### src/rtl/if_stage_fetchq_if.sv
// Split request/response instruction memory port.
// The fetch stage is the master; the instruction memory is the slave.
interface if_stage_fetchq_if;
  logic        req;
  logic        wr;
  logic [1:0]  size;
  logic [3:0]  wstrb;
  logic [31:0] addr;
  logic [31:0] wdata;
  logic        addr_ok;
  logic        data_ok;
  logic [31:0] rdata;

  modport master (
    output req, wr, size, wstrb, addr, wdata,
    input  addr_ok, data_ok, rdata
  );

  modport slave (
    input  req, wr, size, wstrb, addr, wdata,
    output addr_ok, data_ok, rdata
  );
endinterface

### src/rtl/if_stage_fetchq.sv
// Instruction-fetch stage with up to MAX_OUT outstanding memory requests and an
// FQ_DEPTH-entry instruction queue to ID; redirects flush and discard stale responses.
module if_stage_fetchq #(
  parameter logic [31:0] PC_RESET = 32'h1C00_0000,
  parameter int          FQ_DEPTH = 4,
  parameter int          MAX_OUT  = 2
) (
  input  logic                     clk,
  input  logic                     resetn,
  input  logic                     ds_allowin,
  input  logic                     br_taken,
  input  logic [31:0]              br_target,
  output logic                     fs_to_ds_valid,
  output logic [64:0]              fs_to_ds_bus,
  if_stage_fetchq_if.master        inst_sram
);

  localparam int OCW = $clog2(MAX_OUT) + 1;
  localparam int QCW = $clog2(FQ_DEPTH) + 1;
  localparam int QPW = $clog2(FQ_DEPTH);
  localparam int PPW = (MAX_OUT > 1) ? $clog2(MAX_OUT) : 1;
  localparam int SW  = QCW + 1;

  typedef struct packed {
    logic        adef;
    logic [31:0] inst;
    logic [31:0] pc;
  } fq_entry_t;

  logic [31:0]    pf_pc;
  logic [31:0]    hold_addr;
  logic           hold;
  logic           stale_hold;
  logic           adef_wait;
  logic [OCW-1:0] out_cnt;
  logic [OCW-1:0] disc_cnt;
  logic [OCW-1:0] out_cnt_nxt;
  logic [OCW-1:0] disc_cnt_nxt;
  logic [OCW-1:0] live_cnt;
  logic [31:0]    pend_pc [MAX_OUT];
  logic [PPW-1:0] pend_wptr;
  logic [PPW-1:0] pend_rptr;
  fq_entry_t      fq_mem [FQ_DEPTH];
  logic [QPW-1:0] fq_wptr;
  logic [QPW-1:0] fq_rptr;
  logic [QCW-1:0] fq_count;
  logic [SW-1:0]  fill;
  logic           issue_ok;
  logic           req;
  logic           acc;
  logic           rsp;
  logic           data_push;
  logic           adef_push;
  logic           fq_push;
  logic           fq_pop;
  fq_entry_t      push_entry;

  function automatic logic [PPW-1:0] pend_inc(input logic [PPW-1:0] p);
    return (p == PPW'(MAX_OUT - 1)) ? '0 : p + PPW'(1);
  endfunction

  assign inst_sram.wr    = 1'b0;
  assign inst_sram.size  = 2'b10;
  assign inst_sram.wstrb = 4'h0;
  assign inst_sram.wdata = 32'h0;
  assign inst_sram.req   = req;
  assign inst_sram.addr  = hold ? hold_addr : pf_pc;
  assign fs_to_ds_bus    = fq_mem[fq_rptr];

  // NOTE: every signal written here gets a value on every path, so no latch is inferred.
  always_comb begin
    live_cnt  = out_cnt - disc_cnt;
    fill      = SW'(fq_count) + SW'(live_cnt);
    // Reserve queue room for every current-stream response before issuing.
    issue_ok  = !hold && !adef_wait && (pf_pc[1:0] == 2'b00) &&
                (out_cnt < OCW'(MAX_OUT)) && (fill < SW'(FQ_DEPTH));
    // Held requests stay up regardless of the issue condition; nothing leaves during reset.
    req       = resetn && (hold || issue_ok);
    acc       = req && inst_sram.addr_ok;
    rsp       = resetn && inst_sram.data_ok && (out_cnt != '0);
    data_push = rsp && (disc_cnt == '0) && !br_taken;
    adef_push = resetn && !adef_wait && (pf_pc[1:0] != 2'b00) && (out_cnt == disc_cnt) &&
                (fq_count < QCW'(FQ_DEPTH)) && !br_taken;
    fq_push   = data_push || adef_push;

    fs_to_ds_valid = resetn && (fq_count != '0) && !br_taken;
    fq_pop         = fs_to_ds_valid && ds_allowin;

    out_cnt_nxt = out_cnt + OCW'(acc) - OCW'(rsp);
    if (br_taken) begin
      // Everything still in flight after this cycle belongs to the old stream.
      disc_cnt_nxt = out_cnt_nxt;
    end else begin
      disc_cnt_nxt = disc_cnt + OCW'(acc && stale_hold) - OCW'(rsp && (disc_cnt != '0));
    end

    if (data_push) begin
      push_entry.adef = 1'b0;
      push_entry.inst = inst_sram.rdata;
      push_entry.pc   = pend_pc[pend_rptr];
    end else begin
      push_entry.adef = 1'b1;
      push_entry.inst = 32'h0;
      push_entry.pc   = pf_pc;
    end
  end

  // NOTE: sequential state uses non-blocking assignments so all registers update together.
  always_ff @(posedge clk) begin
    if (!resetn) begin
      pf_pc      <= PC_RESET;
      hold_addr  <= PC_RESET;
      hold       <= 1'b0;
      stale_hold <= 1'b0;
      adef_wait  <= 1'b0;
      out_cnt    <= '0;
      disc_cnt   <= '0;
      pend_wptr  <= '0;
      pend_rptr  <= '0;
      fq_wptr    <= '0;
      fq_rptr    <= '0;
      fq_count   <= '0;
    end else begin
      out_cnt  <= out_cnt_nxt;
      disc_cnt <= disc_cnt_nxt;

      if (acc) pend_wptr <= pend_inc(pend_wptr);
      if (rsp) pend_rptr <= pend_inc(pend_rptr);

      if (acc)      hold <= 1'b0;
      else if (req) hold <= 1'b1;
      if (req && !hold) hold_addr <= pf_pc;

      // A request left hanging across a redirect is old-stream once it is finally accepted.
      if (acc)                  stale_hold <= 1'b0;
      else if (br_taken && req) stale_hold <= 1'b1;

      if (br_taken)                pf_pc <= br_target;
      else if (acc && !stale_hold) pf_pc <= pf_pc + 32'd4;

      if (br_taken)       adef_wait <= 1'b0;
      else if (adef_push) adef_wait <= 1'b1;

      if (br_taken) begin
        fq_wptr  <= '0;
        fq_rptr  <= '0;
        fq_count <= '0;
      end else begin
        if (fq_push) fq_wptr <= fq_wptr + QPW'(1);
        if (fq_pop)  fq_rptr <= fq_rptr + QPW'(1);
        fq_count <= fq_count + QCW'(fq_push) - QCW'(fq_pop);
      end
    end
  end

  // NOTE: storage arrays carry no reset; the counters and pointers alone say what is valid.
  always_ff @(posedge clk) begin
    if (acc)     pend_pc[pend_wptr] <= inst_sram.addr;
    if (fq_push) fq_mem[fq_wptr]    <= push_entry;
  end

endmodule

### src/flat_wrapper.sv
// flat-port wrapper written by rule: the top's interface ports become plain ports
module if_stage_fetchq_flat 
#(
  parameter logic [31:0] PC_RESET = 32'h1C00_0000,
  parameter int          FQ_DEPTH = 4,
  parameter int          MAX_OUT  = 2
)
  (clk, resetn, ds_allowin, br_taken, br_target, fs_to_ds_valid, fs_to_ds_bus, inst_sram_req, inst_sram_wr, inst_sram_size, inst_sram_wstrb, inst_sram_addr, inst_sram_wdata, inst_sram_addr_ok, inst_sram_data_ok, inst_sram_rdata);
  if_stage_fetchq_if inst_sram_i ();
  input  logic clk;
  input  logic resetn;
  input  logic ds_allowin;
  input  logic br_taken;
  input  logic [31:0] br_target;
  output logic fs_to_ds_valid;
  output logic [64:0] fs_to_ds_bus;
  output wire logic [$bits(inst_sram_i.req)-1:0] inst_sram_req;
  output wire logic [$bits(inst_sram_i.wr)-1:0] inst_sram_wr;
  output wire logic [$bits(inst_sram_i.size)-1:0] inst_sram_size;
  output wire logic [$bits(inst_sram_i.wstrb)-1:0] inst_sram_wstrb;
  output wire logic [$bits(inst_sram_i.addr)-1:0] inst_sram_addr;
  output wire logic [$bits(inst_sram_i.wdata)-1:0] inst_sram_wdata;
  input wire logic [$bits(inst_sram_i.addr_ok)-1:0] inst_sram_addr_ok;
  input wire logic [$bits(inst_sram_i.data_ok)-1:0] inst_sram_data_ok;
  input wire logic [$bits(inst_sram_i.rdata)-1:0] inst_sram_rdata;
  assign inst_sram_req = inst_sram_i.req;
  assign inst_sram_wr = inst_sram_i.wr;
  assign inst_sram_size = inst_sram_i.size;
  assign inst_sram_wstrb = inst_sram_i.wstrb;
  assign inst_sram_addr = inst_sram_i.addr;
  assign inst_sram_wdata = inst_sram_i.wdata;
  assign inst_sram_i.addr_ok = inst_sram_addr_ok;
  assign inst_sram_i.data_ok = inst_sram_data_ok;
  assign inst_sram_i.rdata = inst_sram_rdata;
  if_stage_fetchq #(.PC_RESET(PC_RESET), .FQ_DEPTH(FQ_DEPTH), .MAX_OUT(MAX_OUT)) u_core (.clk(clk), .resetn(resetn), .ds_allowin(ds_allowin), .br_taken(br_taken), .br_target(br_target), .fs_to_ds_valid(fs_to_ds_valid), .fs_to_ds_bus(fs_to_ds_bus), .inst_sram(inst_sram_i));
endmodule
### config.mk
export PLATFORM = sky130hd
export DESIGN_NAME = if_stage_fetchq_flat
export DESIGN_NICKNAME = d
export VERILOG_FILES = /design/src/rtl/if_stage_fetchq_if.sv /design/src/rtl/if_stage_fetchq.sv /design/src/flat_wrapper.sv
export SDC_FILE = /design/constraint.sdc
export NUM_CORES = 1
export LEC_CHECK = 0
export BUFFER_PORTS_ARGS = -buffer_cell sky130_fd_sc_hd__buf_2
export CORE_ASPECT_RATIO = 0.6
export CORE_MARGIN = 1.5
export CORE_UTILIZATION = 55
export CTS_CLUSTER_SIZE = 30
export DETAILED_ROUTE_END_ITERATION = 8
export GPL_TIMING_DRIVEN = 0
export PLACE_DENSITY = 0.76
export SLEW_MARGIN = 5
export SYNTH_ARGS = -nofsm -noshare
export SYNTH_HDL_FRONTEND = slang
export SYNTH_SLANG_ARGS = --single-unit
### constraint.sdc
create_clock -name clk -period 4.9 [get_ports clk]
set_clock_uncertainty 0.2 [all_clocks]
set_input_delay 0.245 -clock clk [delete_from_list [all_inputs] [get_ports clk]]
set_output_delay 0.245 -clock clk [all_outputs]
set_load 0.02 [all_outputs]
==> flow_summary.yaml, run 1 <==
outcome:
  run_status: "finished, final reports clean"
grt:
  grt_antenna_before_repair: 0
  first_global_vias: 10300
  pin_count_of_the_biggest_net_entering_global_routing: 51
  first_pass_grt_wire_length_um: 59200
  globalRoute.totalOverflow: 0
  top_usage_layer: "met2"
  global_route.usage.met2: 0.380
  gr-usage-met3: 0.0460
  grtUsageMet1: 0.363
  grt_usage: 0.246
cells_and_area:
  final_layout_size_suffix_gt1_frac: 0.265
  synthToLayoutAreaGrowth_pct: 20.9
  final_nets: 1509
  n_antenna_cell: 0
  finalNonFillerCells: 1862
critical_path:
  critical-path-top-cell-by-count: "clkbuf_1"
  timing.critical_path.to_type: "flop"
  r2r_end: "u_core.fq_mem[1][23]$_DFFE_PP_"
  ff2ff_path_depth: 6
  flop2flop_setup_slack_ns: 1.34
  timing.critical_path.fanout_max: 10
  timing.rr.start: "u_core.out_cnt[1]$_SDFF_PN0_"
  cp_num_buf_inv: 2
  critical_path_arrival_ns: 3.54
  cpLargestDelayFamily: "buffers and inverters"
  worstPathRequired_ns: 4.87
  cp_slowest_cell: "clkbuf_1"
  timing.critical_path.cells: "o21ai_0 -> or3_1 -> nor2_1 -> clkbuf_1 -> clkbuf_1 -> a21oi_1"
  setup.worst_path.start_class: "flop"
  setup.worst_path.class: "flop to flop"
  critPathMaxStageDelay_ns: 0.54
synthesis:
  yosys.area.top_type_share: 0.582
  synth_compound_gate_area_share: 0.0448
  synthMuxAreaShare: 0.128
  syn_inst: 1110
  synthSimpleGateAreaFrac: 0.0809
  post_synth_fa_ha_maj_area_fraction: 0.0109
  synth.cell_area_um2: 16700
  synth_top_cells_by_area: "edfxtp_1, dfxtp_1, mux4_2"
  synth.yosys.seq_area_share: 0.681
  ys_seq_elements: 407
  postSynthAreaPerCell_um2: 15.1
  dominantRegCellSynth: "edfxtp_1"
  synth_edf_count: 324
  synth_top_family_by_area: "multiplexers"
  count_of_unique_library_cells_instantiated_by_yosys: 53
  synthXorXnorAreaFrac: 0.0147
  synth_largest_area_cell: "edfxtp_1"
  yosysWarnings: 0
  synth_async_sr_flop_share: 0
clocking:
  path_clk_slew_ns: 0.07
  htree_num_levels: 2
  cts.hold.buffers_added: 66
  tritoncts: "yes"
  cts-resized-gates: 0
  post_cts.repair.setup_buffers: 0
  clk_path_buf_depth: 3
  clk-insertion-delay-late_ns: 0.54
  clock_sink_count: 407
  cts-buffers-inserted: 37
  clock_tree.root_cell: "clkbuf_16"
sta:
  max_slew_margin: 0.308
  period_minus_ws_final_ns: 3.56
  tightestPinTransition_ns: 1.04
  setup_total_negative_slack_ns: 0
  slew_viol_final: 0
  holdWs_ns: 0.0767
  fmax_mhz: 281
  hold_viol_final: 0
  timing.final.setup_violations: 0
  final_cycle_share: 0.727
  grt_setup_unrepaired: "no"
floorplanning:
  design.die.area_um2: 31500
  initial_core_util: 0.559
  rows: 49
  core_area_um2: 29900
  top_level_ports: 208
  dieHeight_um: 138
  die_w_um: 228
power_and_ir_drop:
  power_leakage_nw: 6.99
  powerDensity_nw_per_um2: 377
  worst_ir_drop_vdd_mv: 0.312
route:
  drtAntennaViolNets: 0
  via_count: 10400
  via_per_inst: 5.57
  drt_first_iter_violations: 757
  totalWireLength_um: 38200
  drc: 0
  drt_pre_antenna_iters: 5
  wire_per_inst_um: 20.5
placement:
  numPlacedInstances: 1728
  place_hpwl_um: 25800
  gp_congestion: 0.980
  port-buffer-count: 168
hold_path:
  hold_start: "ds_allowin"
  hold_class: "input pin to flop"
  hold_path_depth: 4
  hold_path_end: "u_core.fq_rptr[0]$_SDFFE_PP0P_"
flow_run:
  maxCapViolCount: 0
layout by cell type, fill, tap and decap left out, drive strengths merged, types with 7 or more instances in the layout:
master,synthesis,routed
a211oi,11,11
a21oi,56,56
and2,39,39
and3,13,13
and4,9,9
buf,57,230
clkbuf,51,107
clkinv,0,10
conb,2,39
dfxtp,83,83
dlygate4sd3,0,66
edfxtp,324,324
ha,13,13
inv,19,20
mux2,27,27
mux2i,37,37
mux4,65,65
nand2,75,75
nand3,9,9
nand4,8,8
nor2,66,66
nor3,20,20
nor4,12,12
o21ai,57,57
xnor2,21,21
xor2,7,7
metal layers:
layer	wire, µm	share of wire
met1	17200	0.45
met2	17500	0.46
met3	2750	0.072
met4	774	0.020
met5	0	0
worst max path at each step:
stage / cells after the start / end / startpoint
2_1_floorplan: 4 / u_core.fq_mem[0][0]$_DFFE_PP_ / u_core.out_cnt[1]$_SDFF_PN0_
3_3_place_gp: 4 / u_core.fq_mem[1][56]$_DFFE_PP_ / u_core.out_cnt[1]$_SDFF_PN0_
3_5_place_dp: 6 / u_core.fq_mem[3][23]$_DFFE_PP_ / u_core.out_cnt[1]$_SDFF_PN0_
4_1_cts: 6 / u_core.fq_mem[3][23]$_DFFE_PP_ / u_core.out_cnt[1]$_SDFF_PN0_
5_1_grt: 9 / u_core.pend_pc[1][18]$_DFFE_PP_ / u_core.out_cnt[1]$_SDFF_PN0_
6_report: 6 / u_core.fq_mem[1][23]$_DFFE_PP_ / u_core.out_cnt[1]$_SDFF_PN0_
sequential cells by signal, indices dropped and copies added, names as in the netlist, named ones only:
signal / cells
u_core.pend_wptr: 1
u_core.fq_mem: 260
u_core.fq_count: 3
u_core.stale_hold: 1
u_core.pf_pc: 32
u_core.adef_wait: 1
u_core.fq_rptr: 2
u_core.disc_cnt: 2
u_core.fq_wptr: 2
u_core.out_cnt: 2
u_core.pend_rptr: 1
u_core.pend_pc: 64
u_core.hold_addr: 32
u_core.hold: 1
cells in the mapped netlist (10+ instances only):
cell type / n
nor3_1: 19
xnor2_1: 21
mux2_2: 27
o21ai_0: 57
mux4_2: 65
edfxtp_1: 324
nand2_1: 75
mux2i_1: 37
nor4_1: 10
ha_1: 13
and2_1: 39
nor2_1: 66
and3_1: 13
inv_1: 19
clkbuf_1: 50
buf_4: 40
dfxtp_1: 83
a21oi_1: 56
a211oi_1: 11
where the power goes:
group | total, W | internal (W) | switching [W]
registers | 0.00394 | 0.00387 | 0.0000674
clock network | 0.00285 | 0.00162 | 0.00123
logic | 0.000827 | 0.000314 | 0.000513
total | 0.00761 | 0.00580 | 0.00181
tightest hold or removal path, delay by kind of cell:
family / cells / cell delay [ns]
buffers and inverters: 1 / 0.10
and+or+nand+nor: 2 / 0.27
xor gates and xnor gates: 1 / 0.16
cell type report:
cell class | instances | area (µm²)
timing repair buffer | 239 | 1640
tap | 408 | 510
inverter | 19 | 71.3
buffer | 108 | 583
multi-input combinational | 613 | 4830
clock buffer | 56 | 1100
sequential | 407 | 11400
fill | 2145 | 9700
clock inverter | 12 | 85.1
stage by stage:
step,utilization,cell area [µm²],power [W],setup WS [ns]
after floorplan,-,16900,0.00451,1.44
after global placement,0.609,18200,0.00475,0.0260
after detailed placement,0.614,18400,0.00478,1.36
after CTS,0.676,20200,0.00764,1.33
after global routing,0.676,20200,0.00785,1.17
final,0.676,20200,0.00761,1.34
kinds of logic (layout without fill, tap and decap cells):
logic type / count (synthesis) / after routing
flip-flops: 407 / 407
AND/OR/NAND/NOR: 267 / 267
AO/OA/AOI/OAI: 136 / 136
multiplexers: 129 / 129
buffers and inverters: 127 / 434
XOR/XNOR: 28 / 28
adder cells (fa/ha/maj): 14 / 14
other: 2 / 39
No activity file was read; power rests on OpenSTA's default activity.
==> run 2: changes to the inputs <==
- ABC_AREA: not set -> 1
- clock period: 4.9 -> 3.37 ns (I/O delays scaled with it)
==> run 2 against run 1 <==
Power is 48% higher. Synthesized cell count increased by 49%. Critical path type unchanged. Die area rose by 4.7%. Final cell count up 30%.
==> flow_summary.yaml, run 2 <==
outcome:
  run_status: "finished, final reports clean"
critical_path:
  cp_num_buf_inv: 4
  worstPathRequired_ns: 3.66
  critical-path-top-cell-by-count: "nand2_1"
  r2r_end: "u_core.pf_pc[28]$_SDFFE_PN1P_"
  timing.rr.start: "u_core.out_cnt[1]$_SDFF_PN0_"
  setup.worst_path.start_class: "flop"
  cp_slowest_cell: "dlygate4sd3_1"
  setup.worst_path.class: "flop to flop"
  timing.critical_path.to_type: "flop"
  worstSetupStartpoint: "u_core.out_cnt[1]$_SDFF_PN0_"
  critPathMaxStageDelay_ns: 0.53
  cpLargestDelayFamily: "buffers and inverters"
  flop2flop_setup_slack_ns: 0.19
  timing.critical_path.cells: "xnor2_1 -> xor2_1 -> inv_1 -> ha_1 -> nand3_1 -> nand2_1 -> o21bai_2 -> nand4_4 -> nand2_4 -> buf_6 -> buf_8 -> o211ai_1 -> nand2_1 -> dlygate4sd3_1"
  ff2ff_path_depth: 14
  setup.worst_path.end: "u_core.pf_pc[28]$_SDFFE_PN1P_"
  timing.critical_path.fanout_max: 10
  critical_path_arrival_ns: 3.47
  worst-path-stages: 14
sta:
  final_cycle_share: 0.945
  timing.final.setup_violations: 0
  layout_setup_ws_ns: 0.185
  grt_setup_unrepaired: "no"
  slew_viol_final: 0
  fmax_mhz: 314
  hold_viol_final: 0
  max_slew_margin: 0.421
  setup_total_negative_slack_ns: 0
  period_minus_ws_final_ns: 3.18
  tightestPinTransition_ns: 0.868
  holdWs_ns: 0.228
clocking:
  cts-resized-gates: 0
  htree_num_levels: 2
  clk-insertion-delay-late_ns: 0.54
  clock_sink_count: 407
  clk_path_buf_depth: 3
  cts-buffers-inserted: 39
  tritoncts: "yes"
  clock_tree.root_cell: "clkbuf_16"
  path_clk_slew_ns: 0.07
grt:
  grt_usage: 0.286
  first_pass_grt_wire_length_um: 71500
  first_global_vias: 12600
  globalRoute.totalOverflow: 0
  pin_count_of_the_biggest_net_entering_global_routing: 30
  grt_antenna_before_repair: 0
floorplanning:
  die_w_um: 233
  dieHeight_um: 141
  core_area_um2: 31300
  initial_core_util: 0.560
  top_level_ports: 208
  rows: 50
  design.die.area_um2: 33000
synthesis:
  synth.top_cells.by_count: "edfxtp_1, nor2_1, o21ai_0, nand2_1, inv_1"
  ys_seq_elements: 407
  count_of_unique_library_cells_instantiated_by_yosys: 41
  dominantRegCellSynth: "edfxtp_1"
  yosysWarnings: 0
  yosys.area.top_type_share: 0.555
  synth_top_cells_by_area: "edfxtp_1, dfxtp_1, o21ai_0"
  synth_edf_count: 324
  syn_inst: 1655
  yosys.cell_count.top_type: "edfxtp_1"
  synth_largest_area_cell: "edfxtp_1"
  synth_async_sr_flop_share: 0
  synth.cell_area_um2: 17500
  postSynthAreaPerCell_um2: 10.6
  synth.yosys.seq_area_share: 0.650
power_and_ir_drop:
  worst_ir_drop_vdd_mv: 0.481
  design_power_total_w: 0.0113
  powerDensity_nw_per_um2: 532
  power.switching_fraction: 0.249
  power_frac_comb: 0.111
  power_switching_w: 0.00281
  power_leakage_nw: 7.85
  seqPwrFrac: 0.507
  intPower_w: 0.00849
  power.share.clock: 0.382
route:
  drt_first_iter_violations: 1651
  via_per_inst: 5.55
  wire_per_inst_um: 19.7
  drc: 0
  drtAntennaViolNets: 0
  totalWireLength_um: 47900
  drt_pre_antenna_iters: 6
  via_count: 13500
placement:
  dpl_worst_slack_ns: 0.332
  place_hpwl_um: 32900
  numPlacedInstances: 2285
  port-buffer-count: 167
  gp_congestion: 0.948
cells_and_area:
  regs_by_ff_count: "u_core.fq_mem: 260 flops, u_core.pend_pc: 64 flops"
  n_antenna_cell: 0
  layout.cells.most_common: "edfxtp_1"
  largest_reg_flops: 260
  synthToLayoutAreaGrowth_pct: 21.2
  layout.area.seq_um2: 11400
  final_layout_size_suffix_gt1_frac: 0.181
  finalNonFillerCells: 2428
  layout.filler_cells: 2359
  area_used_by_multi_input_combinational_logic_um2: 5060
  max_flop_register: "u_core.fq_mem"
  final_nets: 2067
  layout.cells.most_common_list: "edfxtp_1, nor2_1, o21ai_0"
hold_path:
  hold_class: "input pin to flop"
flow_run:
  maxCapViolCount: 0
-- run 2: cell types whose count changed after synthesis, moves of 65 or more --
cell | previous run | this run
nor2_1 | 66 | 245
o21ai_0 | 57 | 193
inv_1 | 19 | 140
nand2_1 | 75 | 190
mux4_2 | 65 | 0
o21ai_1 | 0 | 65
o22ai_1 | 0 | 65
-- run 2: power groups by stage --
stage                     Combinational (W)  Sequential [W]  Clock, W
after floorplan                    0.000749         0.00580         0
after global placement              0.00111         0.00583         0
after detailed placement            0.00116         0.00583         0
after CTS                           0.00123         0.00572   0.00436
after global routing                0.00135         0.00574   0.00456
final                               0.00126         0.00572   0.00432
-- run 2: how the worst min path moves through the flow --
stage	startpoint	cells after the start	slack (ns)	to
floorplan	inst_sram_addr_ok	1	0.04	u_core.hold$_SDFFE_PP0N_
global placement	br_target[28]	3	0.21	u_core.pf_pc[28]$_SDFFE_PN1P_
detailed placement	br_target[28]	3	0.22	u_core.pf_pc[28]$_SDFFE_PN1P_
CTS	br_target[26]	4	0.21	u_core.pf_pc[26]$_SDFFE_PN1P_
global route	br_target[26]	4	0.26	u_core.pf_pc[26]$_SDFFE_PN1P_
finish	br_target[26]	4	0.23	u_core.pf_pc[26]$_SDFFE_PN1P_
-- run 2: cell families after synthesis --
| logic type | count (synthesis) | share of synthesized area |
|---|---|---|
| AOI/OAI and AO/OA | 391 | 0.126 |
| and+or+nand+nor | 545 | 0.132 |
| buffers and inverters | 277 | 0.0719 |
| DFF | 407 | 0.650 |
| other | 2 | 0.000428 |
| adders and majority gates | 14 | 0.0104 |
| xor gates and xnor gates | 19 | 0.00949 |
-- run 2: tightest hold or removal path, delay by kind of cell --
kind	cells	cell delay (ns)
AOI/OAI and AO/OA	1	0.08
and+or+nand+nor	1	0.06
buffers and inverters	2	0.63
-- run 2: stage by stage --
step                utilization  instance area [µm²]
detailed placement        0.616                19300
CTS                       0.679                21200
global placement          0.609                19100
global route              0.679                21200
floorplan                     -                17700
finish                    0.679                21200
-- run 2: layer usage --
metal | global-route usage | vias to the layer above | part of all wire
li1 | - | 6297 | -
met1 | 0.438 | 6417 | 0.43
met2 | 0.416 | 677 | 0.43
met3 | 0.0607 | 89 | 0.11
met4 | 0.0752 | 0 | 0.024
met5 | 0 | - | 0
-- run 2: final cells by class --
type / instances / area share
clock buffer: 52 / 0.0503
multi-input combinational: 1008 / 0.238
sequential: 407 / 0.536
tap: 416 / 0.0245
clock inverter: 18 / 0.00795
inverter: 149 / 0.0264
buffer: 128 / 0.0329
timing repair buffer: 250 / 0.0832
-- run 2: repair_timing --
item	in CTS	in global routing
hold endpoints to repair	175	0
setup buffers	0	0
hold buffers	73	0
==> run 3: changes to the inputs <==
- MAX_ROUTING_LAYER: not set -> met4
==> run 3 against run 2 <==
Critical path type unchanged. Clock power increased by 5%. Non-clock buffer count is the same. Count of clock-buffer cells in the layout up 4. Global-route usage grew 1.6 points. First-iteration DRC count shrank 1.5%. Setup slack worse by 0.0098 ns. Largest cell class unchanged. Register-to-register slack about the same. Sequential cell count unchanged. Sequential power about the same. Final cell count unchanged. Sequential share of layout area down 0.22 points. Utilization increased by 0.29 points.
==> flow_summary.yaml, run 3 (synthesis results as in run 2) <==
floorplanning:
  die_w_um: 233
  design.die.area_um2: 33000
  core_area_um2: 31300
  dieHeight_um: 141
  top_level_ports: 208
  rows: 50
  initial_core_util: 0.560
power_and_ir_drop:
  power_frac_comb: 0.110
  intPower_w: 0.00871
  powerDensity_nw_per_um2: 540
  power_leakage_nw: 7.89
  power.switching_fraction: 0.243
  power.share.clock: 0.393
  seqPwrFrac: 0.497
  design_power_total_w: 0.0115
  power_switching_w: 0.00279
  worst_ir_drop_vdd_mv: 0.593
route:
  via_per_inst: 5.60
  drt_pre_antenna_iters: 6
  wire_per_inst_um: 19.8
  drc: 0
  drtAntennaViolNets: 0
  via_count: 13600
  totalWireLength_um: 48100
  drt_first_iter_violations: 1626
critical_path:
  setup.worst_path.end: "u_core.pf_pc[28]$_SDFFE_PN1P_"
  worstPathRequired_ns: 3.65
  worstSetupStartpoint: "u_core.disc_cnt[1]$_SDFF_PN0_"
  setup.worst_path.start_class: "flop"
  critical_path_arrival_ns: 3.48
  timing.critical_path.to_type: "flop"
  timing.rr.start: "u_core.disc_cnt[1]$_SDFF_PN0_"
  flop2flop_setup_slack_ns: 0.18
  timing.critical_path.fanout_max: 10
  ff2ff_path_depth: 14
  setup.worst_path.class: "flop to flop"
  r2r_end: "u_core.pf_pc[28]$_SDFFE_PN1P_"
hold_path:
  hold_class: "input pin to flop"
cells_and_area:
  n_antenna_cell: 0
  largest_reg_flops: 260
  synthToLayoutAreaGrowth_pct: 21.7
  final_layout_size_suffix_gt1_frac: 0.183
  layout.cells.most_common_list: "edfxtp_1, nor2_1, o21ai_0"
  final_nets: 2066
  max_flop_register: "u_core.fq_mem"
  finalNonFillerCells: 2428
  regs_by_ff_count: "u_core.fq_mem: 260 flops, u_core.pend_pc: 64 flops"
  layout.cells.most_common: "edfxtp_1"
sta:
  max_slew_margin: 0.452
  setup_total_negative_slack_ns: 0
  slew_viol_final: 0
  final_cycle_share: 0.948
  tightestPinTransition_ns: 0.822
  period_minus_ws_final_ns: 3.19
  fmax_mhz: 313
  hold_viol_final: 0
  holdWs_ns: 0.238
  timing.final.setup_violations: 0
clocking:
  clk_path_buf_depth: 3
  path_clk_slew_ns: 0.07
  htree_num_levels: 2
  clock_tree.root_cell: "clkbuf_16"
  cts-buffers-inserted: 38
  clock_sink_count: 407
  clk-insertion-delay-late_ns: 0.54
  tritoncts: "yes"
grt:
  pin_count_of_the_biggest_net_entering_global_routing: 31
  globalRoute.totalOverflow: 0
  grt_antenna_before_repair: 0
  first_global_vias: 13000
  grt_usage: 0.302
  first_pass_grt_wire_length_um: 73300
outcome:
  run_status: "finished, final reports clean"
placement:
  gp_congestion: 0.969
  numPlacedInstances: 2285
  place_hpwl_um: 33000
  port-buffer-count: 167
flow_run:
  maxCapViolCount: 0
-- run 3: area by class of cell --
cell class	count	area, µm²
inverter	149	561
clock inverter	14	195
tap	416	520
sequential	407	11400
fill	2314	9960
timing repair buffer	250	1770
multi-input combinational	1008	5070
buffer	128	699
clock buffer	56	1110
-- run 3: worst min-delay path by stage --
| stage | from | to | slack (ns) | cells after the start |
|---|---|---|---|---|
| 2_1_floorplan | inst_sram_addr_ok | u_core.hold$_SDFFE_PP0N_ | 0.04 | 1 |
| 3_3_place_gp | br_target[28] | u_core.pf_pc[28]$_SDFFE_PN1P_ | 0.21 | 3 |
| 3_5_place_dp | br_target[28] | u_core.pf_pc[28]$_SDFFE_PN1P_ | 0.22 | 3 |
| 4_1_cts | br_target[27] | u_core.pf_pc[27]$_SDFFE_PN1P_ | 0.21 | 4 |
| 5_1_grt | br_target[27] | u_core.pf_pc[27]$_SDFFE_PN1P_ | 0.25 | 4 |
| 6_report | br_target[27] | u_core.pf_pc[27]$_SDFFE_PN1P_ | 0.24 | 4 |
-- run 3: layer usage --
metal | track usage | vias to the layer above | wire length, µm
li1 | - | 6308 | -
met1 | 0.442 | 6508 | 20900
met2 | 0.427 | 685 | 21000
met3 | 0.0699 | 93 | 5110
met4 | 0.0776 | 0 | 1180
met5 | - | - | 0
-- run 3: power by group through the flow --
stage / registers (W) / logic [W] / clock network, W
2_1_floorplan: 0.00580 / 0.000749 / 0
3_3_place_gp: 0.00583 / 0.00111 / 0
3_5_place_dp: 0.00583 / 0.00116 / 0
4_1_cts: 0.00572 / 0.00124 / 0.00455
5_1_grt: 0.00574 / 0.00136 / 0.00475
6_report: 0.00572 / 0.00126 / 0.00452
-- run 3: critical path: stages (launching register included) --
cell	delay, ns
dfxtp_1	0.45
xnor2_2	0.16
xor2_1	0.16
inv_1	0.05
ha_1	0.26
nand3_1	0.12
nand2_1	0.09
o21bai_2	0.17
nand4_4	0.24
nand2_4	0.14
buf_6	0.17
buf_8	0.18
o211ai_1	0.10
nand2_1	0.08
dlygate4sd3_1	0.54
-- run 3: metrics by stage --
stage / instance area [µm²] / setup WS, ns / util
global placement: 19100 / -1.31 / 0.609
global route: 21300 / -0.0165 / 0.682
CTS: 21300 / 0.207 / 0.681
finish: 21300 / 0.175 / 0.682
floorplan: 17700 / -0.373 / -
detailed placement: 19300 / 0.263 / 0.616
-- run 3: timing repair --
item / CTS / global route
setup buffers: 0 / 0
endpoints found under the hold margin: 175 / 0
hold buffers: 73 / 0
endpoints found under the setup margin: 0 / 2
resized for setup: 0 / 3
